<file path="src/rtl/regfile_sb_pkg.sv">
// Shared CPU definitions: write/load-extension modes used by the register
// file and the load/store unit.
package regfile_sb_pkg;

  typedef enum logic [2:0] {
    WM_NONE = 3'b000,
    WM_WORD = 3'b001,
    WM_LH   = 3'b010,
    WM_LB   = 3'b011,
    WM_LHU  = 3'b110,
    WM_LBU  = 3'b111
  } wr_mode_e;

  // 100/101 are reserved and behave as "no write".
  function automatic logic is_write(input logic [2:0] mode);
    case (mode)
      WM_WORD, WM_LH, WM_LB, WM_LHU, WM_LBU: is_write = 1'b1;
      default:                              is_write = 1'b0;
    endcase
  endfunction

endpackage

</file>
<file path="src/rtl/regfile_sb_if.sv">
// Write, read and scoreboard bus of the register file.
interface regfile_sb_if #(
  parameter int ADDRESS_WIDTH = 5,
  parameter int DATA_WIDTH    = 32,
  parameter int NUM_RD        = 2
);
  logic [2:0]                    WE3;
  logic [ADDRESS_WIDTH-1:0]      A3;
  logic [DATA_WIDTH-1:0]         WD3;
  logic [NUM_RD*ADDRESS_WIDTH-1:0] RA;
  logic [NUM_RD*DATA_WIDTH-1:0]  RD;
  logic [NUM_RD-1:0]             hazard;
  logic                          sb_set;
  logic [ADDRESS_WIDTH-1:0]      sb_addr;
  logic                          ready;
  logic [DATA_WIDTH-1:0]         a0;

  modport master (
    output WE3, A3, WD3, RA, sb_set, sb_addr,
    input  RD, hazard, ready, a0
  );
  modport slave (
    input  WE3, A3, WD3, RA, sb_set, sb_addr,
    output RD, hazard, ready, a0
  );
endinterface

</file>
<file path="src/rtl/regfile_sb_load_ext.sv">
// Load extension: sign/zero-extends the byte or halfword field of a write.
module load_ext
  import regfile_sb_pkg::*;
#(
  parameter int DATA_WIDTH = 32
) (
  input  logic [2:0]            mode,
  input  logic [DATA_WIDTH-1:0] din,
  output logic [DATA_WIDTH-1:0] dout
);
  always_comb begin
    dout = '0;
    case (wr_mode_e'(mode))
      WM_WORD: dout = din;
      WM_LH:   dout = {{(DATA_WIDTH-16){din[15]}}, din[15:0]};
      WM_LB:   dout = {{(DATA_WIDTH-8){din[7]}}, din[7:0]};
      WM_LHU:  dout = {{(DATA_WIDTH-16){1'b0}}, din[15:0]};
      WM_LBU:  dout = {{(DATA_WIDTH-8){1'b0}}, din[7:0]};
      default: dout = '0;
    endcase
  end
endmodule

</file>
<file path="src/rtl/regfile_sb.sv">
// Register file with load scoreboard: zeroing sweep after reset, write-through
// read bypass and per-register pending-load hazard flags.
module regfile_sb
  import regfile_sb_pkg::*;
#(
  parameter int ADDRESS_WIDTH = 5,
  parameter int DATA_WIDTH    = 32,
  parameter int NUM_RD        = 2
) (
  input  logic         clk,
  input  logic         rst,
  regfile_sb_if.slave  bus
);
  localparam int DEPTH = 2**ADDRESS_WIDTH;
  localparam logic [0:0] S_CLEAR = 1'b0;
  localparam logic [0:0] S_RUN   = 1'b1;
  localparam logic [ADDRESS_WIDTH-1:0] A0_IDX = ADDRESS_WIDTH'(10);

  logic [0:0]               state;
  logic [ADDRESS_WIDTH-1:0] idx;
  logic [DEPTH-1:0]         busy;
  logic [DATA_WIDTH-1:0]    rf [DEPTH];
  logic [DATA_WIDTH-1:0]    wd_ext;
  logic                     ready, wr_ok;
  logic [NUM_RD-1:0][DATA_WIDTH-1:0] rd_arr;

  load_ext #(.DATA_WIDTH(DATA_WIDTH)) u_ext (
    .mode (bus.WE3),
    .din  (bus.WD3),
    .dout (wd_ext)
  );

  assign ready = (state == S_RUN);
  assign wr_ok = ready && is_write(bus.WE3) && (bus.A3 != '0);

  always_ff @(posedge clk or posedge rst) begin
    if (rst) begin
      state <= S_CLEAR;
      idx   <= '0;
      busy  <= '0;
    end else if (state == S_CLEAR) begin
      idx <= idx + 1'b1;
      if (&idx) state <= S_RUN;
    end else begin
      if (wr_ok) busy[bus.A3] <= 1'b0;
      // Placed after the clear so a same-cycle set takes priority.
      if (bus.sb_set && bus.sb_addr != '0) busy[bus.sb_addr] <= 1'b1;
    end
  end

  // Storage carries no reset; the sweep is the only zeroing path.
  always_ff @(posedge clk) begin
    if (state == S_CLEAR) rf[idx] <= '0;
    else if (wr_ok)       rf[bus.A3] <= wd_ext;
  end

  function automatic logic [DATA_WIDTH-1:0] rd_mux(input logic [ADDRESS_WIDTH-1:0] a);
    if (!ready || a == '0)        rd_mux = '0;
    else if (wr_ok && a == bus.A3) rd_mux = wd_ext;
    else                           rd_mux = rf[a];
  endfunction

  for (genvar k = 0; k < NUM_RD; k++) begin : g_rd
    logic [ADDRESS_WIDTH-1:0] ra;
    assign ra = bus.RA[k*ADDRESS_WIDTH +: ADDRESS_WIDTH];

    always_comb begin
      rd_arr[k] = rd_mux(ra);
      bus.hazard[k] = ready && (ra != '0) && busy[ra] && !(wr_ok && ra == bus.A3);
    end
  end

  assign bus.RD    = rd_arr;
  assign bus.ready = ready;
  assign bus.a0    = rd_mux(A0_IDX);
endmodule

</file>
<file path="src/flat_wrapper.sv">
// flat-port wrapper written by rule: the top's interface ports become plain ports
module regfile_sb_flat import regfile_sb_pkg::*;
#(
  parameter int ADDRESS_WIDTH = 5,
  parameter int DATA_WIDTH    = 32,
  parameter int NUM_RD        = 2
)
  (clk, rst, bus_WE3, bus_A3, bus_WD3, bus_RA, bus_sb_set, bus_sb_addr, bus_RD, bus_hazard, bus_ready, bus_a0);
  regfile_sb_if #(.ADDRESS_WIDTH(ADDRESS_WIDTH), .DATA_WIDTH(DATA_WIDTH), .NUM_RD(NUM_RD)) bus_i ();
  input  logic clk;
  input  logic rst;
  input wire logic [$bits(bus_i.WE3)-1:0] bus_WE3;
  input wire logic [$bits(bus_i.A3)-1:0] bus_A3;
  input wire logic [$bits(bus_i.WD3)-1:0] bus_WD3;
  input wire logic [$bits(bus_i.RA)-1:0] bus_RA;
  input wire logic [$bits(bus_i.sb_set)-1:0] bus_sb_set;
  input wire logic [$bits(bus_i.sb_addr)-1:0] bus_sb_addr;
  output wire logic [$bits(bus_i.RD)-1:0] bus_RD;
  output wire logic [$bits(bus_i.hazard)-1:0] bus_hazard;
  output wire logic [$bits(bus_i.ready)-1:0] bus_ready;
  output wire logic [$bits(bus_i.a0)-1:0] bus_a0;
  assign bus_i.WE3 = bus_WE3;
  assign bus_i.A3 = bus_A3;
  assign bus_i.WD3 = bus_WD3;
  assign bus_i.RA = bus_RA;
  assign bus_i.sb_set = bus_sb_set;
  assign bus_i.sb_addr = bus_sb_addr;
  assign bus_RD = bus_i.RD;
  assign bus_hazard = bus_i.hazard;
  assign bus_ready = bus_i.ready;
  assign bus_a0 = bus_i.a0;
  regfile_sb #(.ADDRESS_WIDTH(ADDRESS_WIDTH), .DATA_WIDTH(DATA_WIDTH), .NUM_RD(NUM_RD)) u_core (.clk(clk), .rst(rst), .bus(bus_i));
endmodule
</file>
<file path="config.mk">
export PLATFORM = sky130hd
export DESIGN_NAME = regfile_sb_flat
export DESIGN_NICKNAME = d
export VERILOG_FILES = /design/src/rtl/regfile_sb_pkg.sv /design/src/rtl/regfile_sb_if.sv /design/src/rtl/regfile_sb_load_ext.sv /design/src/rtl/regfile_sb.sv /design/src/flat_wrapper.sv
export SDC_FILE = /design/constraint.sdc
export NUM_CORES = 1
export LEC_CHECK = 0
export CAP_MARGIN = 20
export CORE_ASPECT_RATIO = 1.4
export CORE_MARGIN = 4
export CORE_UTILIZATION = 30
export CTS_CLUSTER_SIZE = 40
export DETAILED_ROUTE_END_ITERATION = 10
export DONT_BUFFER_PORTS = 1
export HOLD_SLACK_MARGIN = 0.1
export PLACE_DENSITY = 0.49
export SLEW_MARGIN = 10
export SYNTH_ARGS = -nofsm -noshare
export SYNTH_HDL_FRONTEND = slang
export SYNTH_SLANG_ARGS = --single-unit
</file>
<file path="constraint.sdc">
create_clock -name clk -period 4.7 [get_ports clk]
set_input_delay 0.705 -clock clk [delete_from_list [all_inputs] [get_ports clk]]
set_output_delay 0.705 -clock clk [all_outputs]
set_load 0.05 [all_outputs]
</file>
==> summary.md <==
| Metric | Value |
|---|---|
| Footprint of the multi-input gates | ~0.019 mm^2 |
| Slew margin rel. | 0.00774 |
| Final number of setup-violating endpoints | 0 |
| Final Hold Viols | 0 |
| Power Density | 360 mW/mm^2 |
| Final Skew | 30.3 ps |
| Hold Crit Endpoint | u_core.busy[5] |
| Filler Cells Inserted | around 16,000 |
| RSZ-0062 raised after global routing | false |
| Std cell rows | 180 |
| Fmax | approximately 0.23 GHz |
| Hold wc startpoint | bus_sb_addr[4] |
| Kind of critical path | in2out |
| Clk_lat worst skew | approximately 740 ps |
| Fin. max-slew vios | 0 |
| Min cycle time layout | around 4400 ps |
| Initial drt markers | around 3,400 |
| Die area | approximately 0.18 mm^2 |
| First-pass GRT wire length | between 200 and 300 mm |
| WHS | around 210 ps |
| Initial Util | 0.302 |
| Antenna viol nets, final | 0 |
| Avg Vias per Cell | 5.87 |
| Post-CTS Setup Inserts | 0 |
| WL final | between 150 and 200 mm |
| Max cap viols | 0 |
| Mapped cell area | between 0.05 and 0.06 mm^2 |
| Initial antenna violation count | 10 |
| Mean area per synthesized cell | 17.2 um^2 |
| R2r setup slk | 1470 ps |
| Static leakage | 20.8 nW |
| Most frequent cells in the layout | edfxtp_1, mux4_2, mux2i_1 |
| Post-CTS Resized | 0 |
| DRC violations left | 0 |
| TritonCTS clock tree | done |
| Area of the core | 0.172 mm^2 |
| Maximum VDD drop | ~0.31 mV |
| Htree depth | 3 |
| Post-synth EDFFs | between 1,000 and 1,500 |
| Layout cell share with drive strength beyond 1 | 0.287 |
| CTS Sinks | around 1,100 |
| Die X | about 360 um |
| Area growth syn-to-layout | 14.6% |
| Design Power | 0.0214 W |
| Largest net degree at the start of global routing | 350 |
| GRT overflow | 0 |
| Max Root-Sink Buffers | 3 |
| Asr flop ratio synth | 0.0358 |
| FF-to-FF path depth | 5 |
| Worst-path clk slew | ~60 ps |
| Min-Delay Path Class | in2reg |
| Status | completed |
| WL/cell | about 34 um |
| I/O Buffers | 0 |
| First-pass DRT Iterations | 5 |
| Synthesized instance count | a little over 3,000 |
| Dpl hpwl | between 100 and 150 mm |
| Critical Path Source Type | input port |
| Syn_nets | ~3,100 |
| Top Ports | around 160 |
| Placer Congestion | 0.846 |
| Vias in the first global route | approximately 33,000 |
| Hold Path Stages | 2 |
| Seq cells post-synth | 1,062 |
| Worst slack, placed | between 700 and 800 ps |
| Num CTS Buffers | 109 |
| GRT Total Usage | 0.203 |
| Synth Warn # | 0 |
| CP Capture Type | output port |
| Finished Cell Area | 0.0597 mm^2 |
| Reg2Reg Capture Point | u_core.rf[11][29] |
| CP arrival | roughly 3700 ps |
| FF/Latch Area | 0.0317 mm^2 |
| Ys flop type | edfxtp_1 |
| Seq/Total Area, Yosys | 0.609 |
| Most common cell after layout, fill and taps aside | edfxtp_1 |
| CP max FO | 349 |
| Die Y-Extent | ~500 um |
| Via count | approximately 32,000 |
| WP data required | about 4000 ps |
| RR Startpoint | u_core.bus.ready |
| Least-Margin Pin Slew | about 1500 ps |
| Final nets | 3,182 |
| Clock Tree Root | clkbuf_16 |
| Post-Route Setup TNS | 0 ps |
| Post-route clock period utilization | 0.939 |
| Worst setup margin | 288 ps |
| DP Area | between 0.05 and 0.06 mm^2 |
| Post-synth cell types | between 60 and 70 |
## flip-flops by register name, indices dropped and copies added, names as in the netlist
register,cells
u_core.busy,32
u_core.rf,1024
u_core.idx,5
u_core.bus.ready,1
## where the power goes
group / switching (W) / total (W) / internal [W]
clock network: 0.00393 / 0.00897 / 0.00503
logic: 0.00119 / 0.00195 / 0.000759
registers: 0.0000325 / 0.0105 / 0.0105
## stage by stage
stage	util	instances
2_1_floorplan	-	3034
4_1_cts	0.346	5487
6_report	0.346	5496
3_5_place_dp	0.324	5279
5_1_grt	0.346	5493
3_3_place_gp	0.324	5274
## synth_stat cells, types with 3 or more instances
| master | count | share of area |
|---|---|---|
| edfxtp_1 | 1024 | 0.59 |
| mux4_2 | 420 | 0.18 |
| mux2i_1 | 318 | 0.061 |
| o221ai_1 | 166 | 0.028 |
| nand2_1 | 142 | 0.010 |
| clkbuf_1 | 137 | 0.0099 |
| a21oi_1 | 115 | 0.011 |
| o21ai_0 | 71 | 0.0068 |
| nor2_1 | 62 | 0.0045 |
| o22ai_1 | 58 | 0.0070 |
| a22o_1 | 53 | 0.0089 |
| o31ai_1 | 53 | 0.0076 |
| buf_2 | 52 | 0.0050 |
| buf_6 | 43 | 0.0093 |
| dfrtp_1 | 38 | 0.018 |
| nand2b_1 | 26 | 0.0031 |
| a21boi_1 | 23 | 0.0033 |
| nand3_1 | 19 | 0.0018 |
| buf_4 | 16 | 0.0023 |
| a21bo_2 | 15 | 0.0029 |
| buf_1 | 13 | 0.00094 |
| and2_1 | 11 | 0.0013 |
| xnor2_1 | 11 | 0.0019 |
| a221oi_1 | 10 | 0.0017 |
| nor3_1 | 10 | 0.00096 |
| a211oi_1 | 9 | 0.0013 |
| a32o_1 | 9 | 0.0017 |
| inv_1 | 8 | 0.00058 |
| nand3b_1 | 8 | 0.0012 |
| nor2b_1 | 8 | 0.00096 |
| o211a_1 | 8 | 0.0015 |
| o21a_1 | 8 | 0.0012 |
| o21ai_1 | 7 | 0.00067 |
| nand4b_1 | 5 | 0.00084 |
| o211ai_1 | 5 | 0.00072 |
| or2_2 | 5 | 0.00060 |
| a22oi_1 | 4 | 0.00058 |
| a41oi_1 | 4 | 0.00067 |
| and3_1 | 4 | 0.00048 |
| mux2_2 | 4 | 0.00087 |
| or3_1 | 3 | 0.00036 |
| or3b_2 | 3 | 0.00050 |
## critical path, cell delays in order
cell,delay (ps)
xnor2_1,490
nand3_1,210
nor3_4,210
buf_4,640
nor3_1,320
nor3_2,230
buf_4,230
## repair_timing
item                       CTS  global route
hold endpoints to repair    40             0
setup endpoints to repair    0             0
hold buffers                 2             0
## layer usage
layer	up-vias	wire, um	GRT usage
met5	-	27	0
met2	1465	92600	0.342
li1	13118	-	-
met4	4	6030	0.0686
met3	295	15500	0.0456
met1	17367	74600	0.259
## how the worst max path moves through the flow
| stage | from | to | slack (ps) | cells after the start |
|---|---|---|---|---|
| after global routing | u_core.bus.ready | bus_RD[47] | 470 | 7 |
| after CTS | u_core.bus.ready | bus_RD[47] | 530 | 7 |
| after detailed placement | bus_RA[6] | bus_RD[47] | 760 | 6 |
| after global placement | bus_RA[6] | bus_RD[47] | 730 | 6 |
| final | bus_RA[5] | bus_RD[62] | 290 | 7 |
| after floorplan | bus_A3[1] | u_core.rf[24][0] | 740 | 7 |
## cell type report
class | instances | share of cell area
clock inverters | 78 | 0.0135
clock buffers | 128 | 0.0473
flip-flops and latches | 1062 | 0.531
inverters | 9 | 0.000629
repair buffers | 238 | 0.0361
well taps | 2275 | 0.0477
diodes | 4 | 0.000168
multi-input cells | 1702 | 0.323
## cell families (layout without fill, tap and decap cells)
family,Yosys count,count (layout),share of synthesized area
flops,1062,1062,0.609
mux,743,743,0.244
compound gates,631,631,0.0883
simple gates,313,313,0.0281
buf+inv,270,453,0.0281
xor+xnor,13,13,0.00219
fa+ha+maj,2,2,0.000481
other cells,0,4,0
Note: power is estimated with default switching activity, not from simulation.
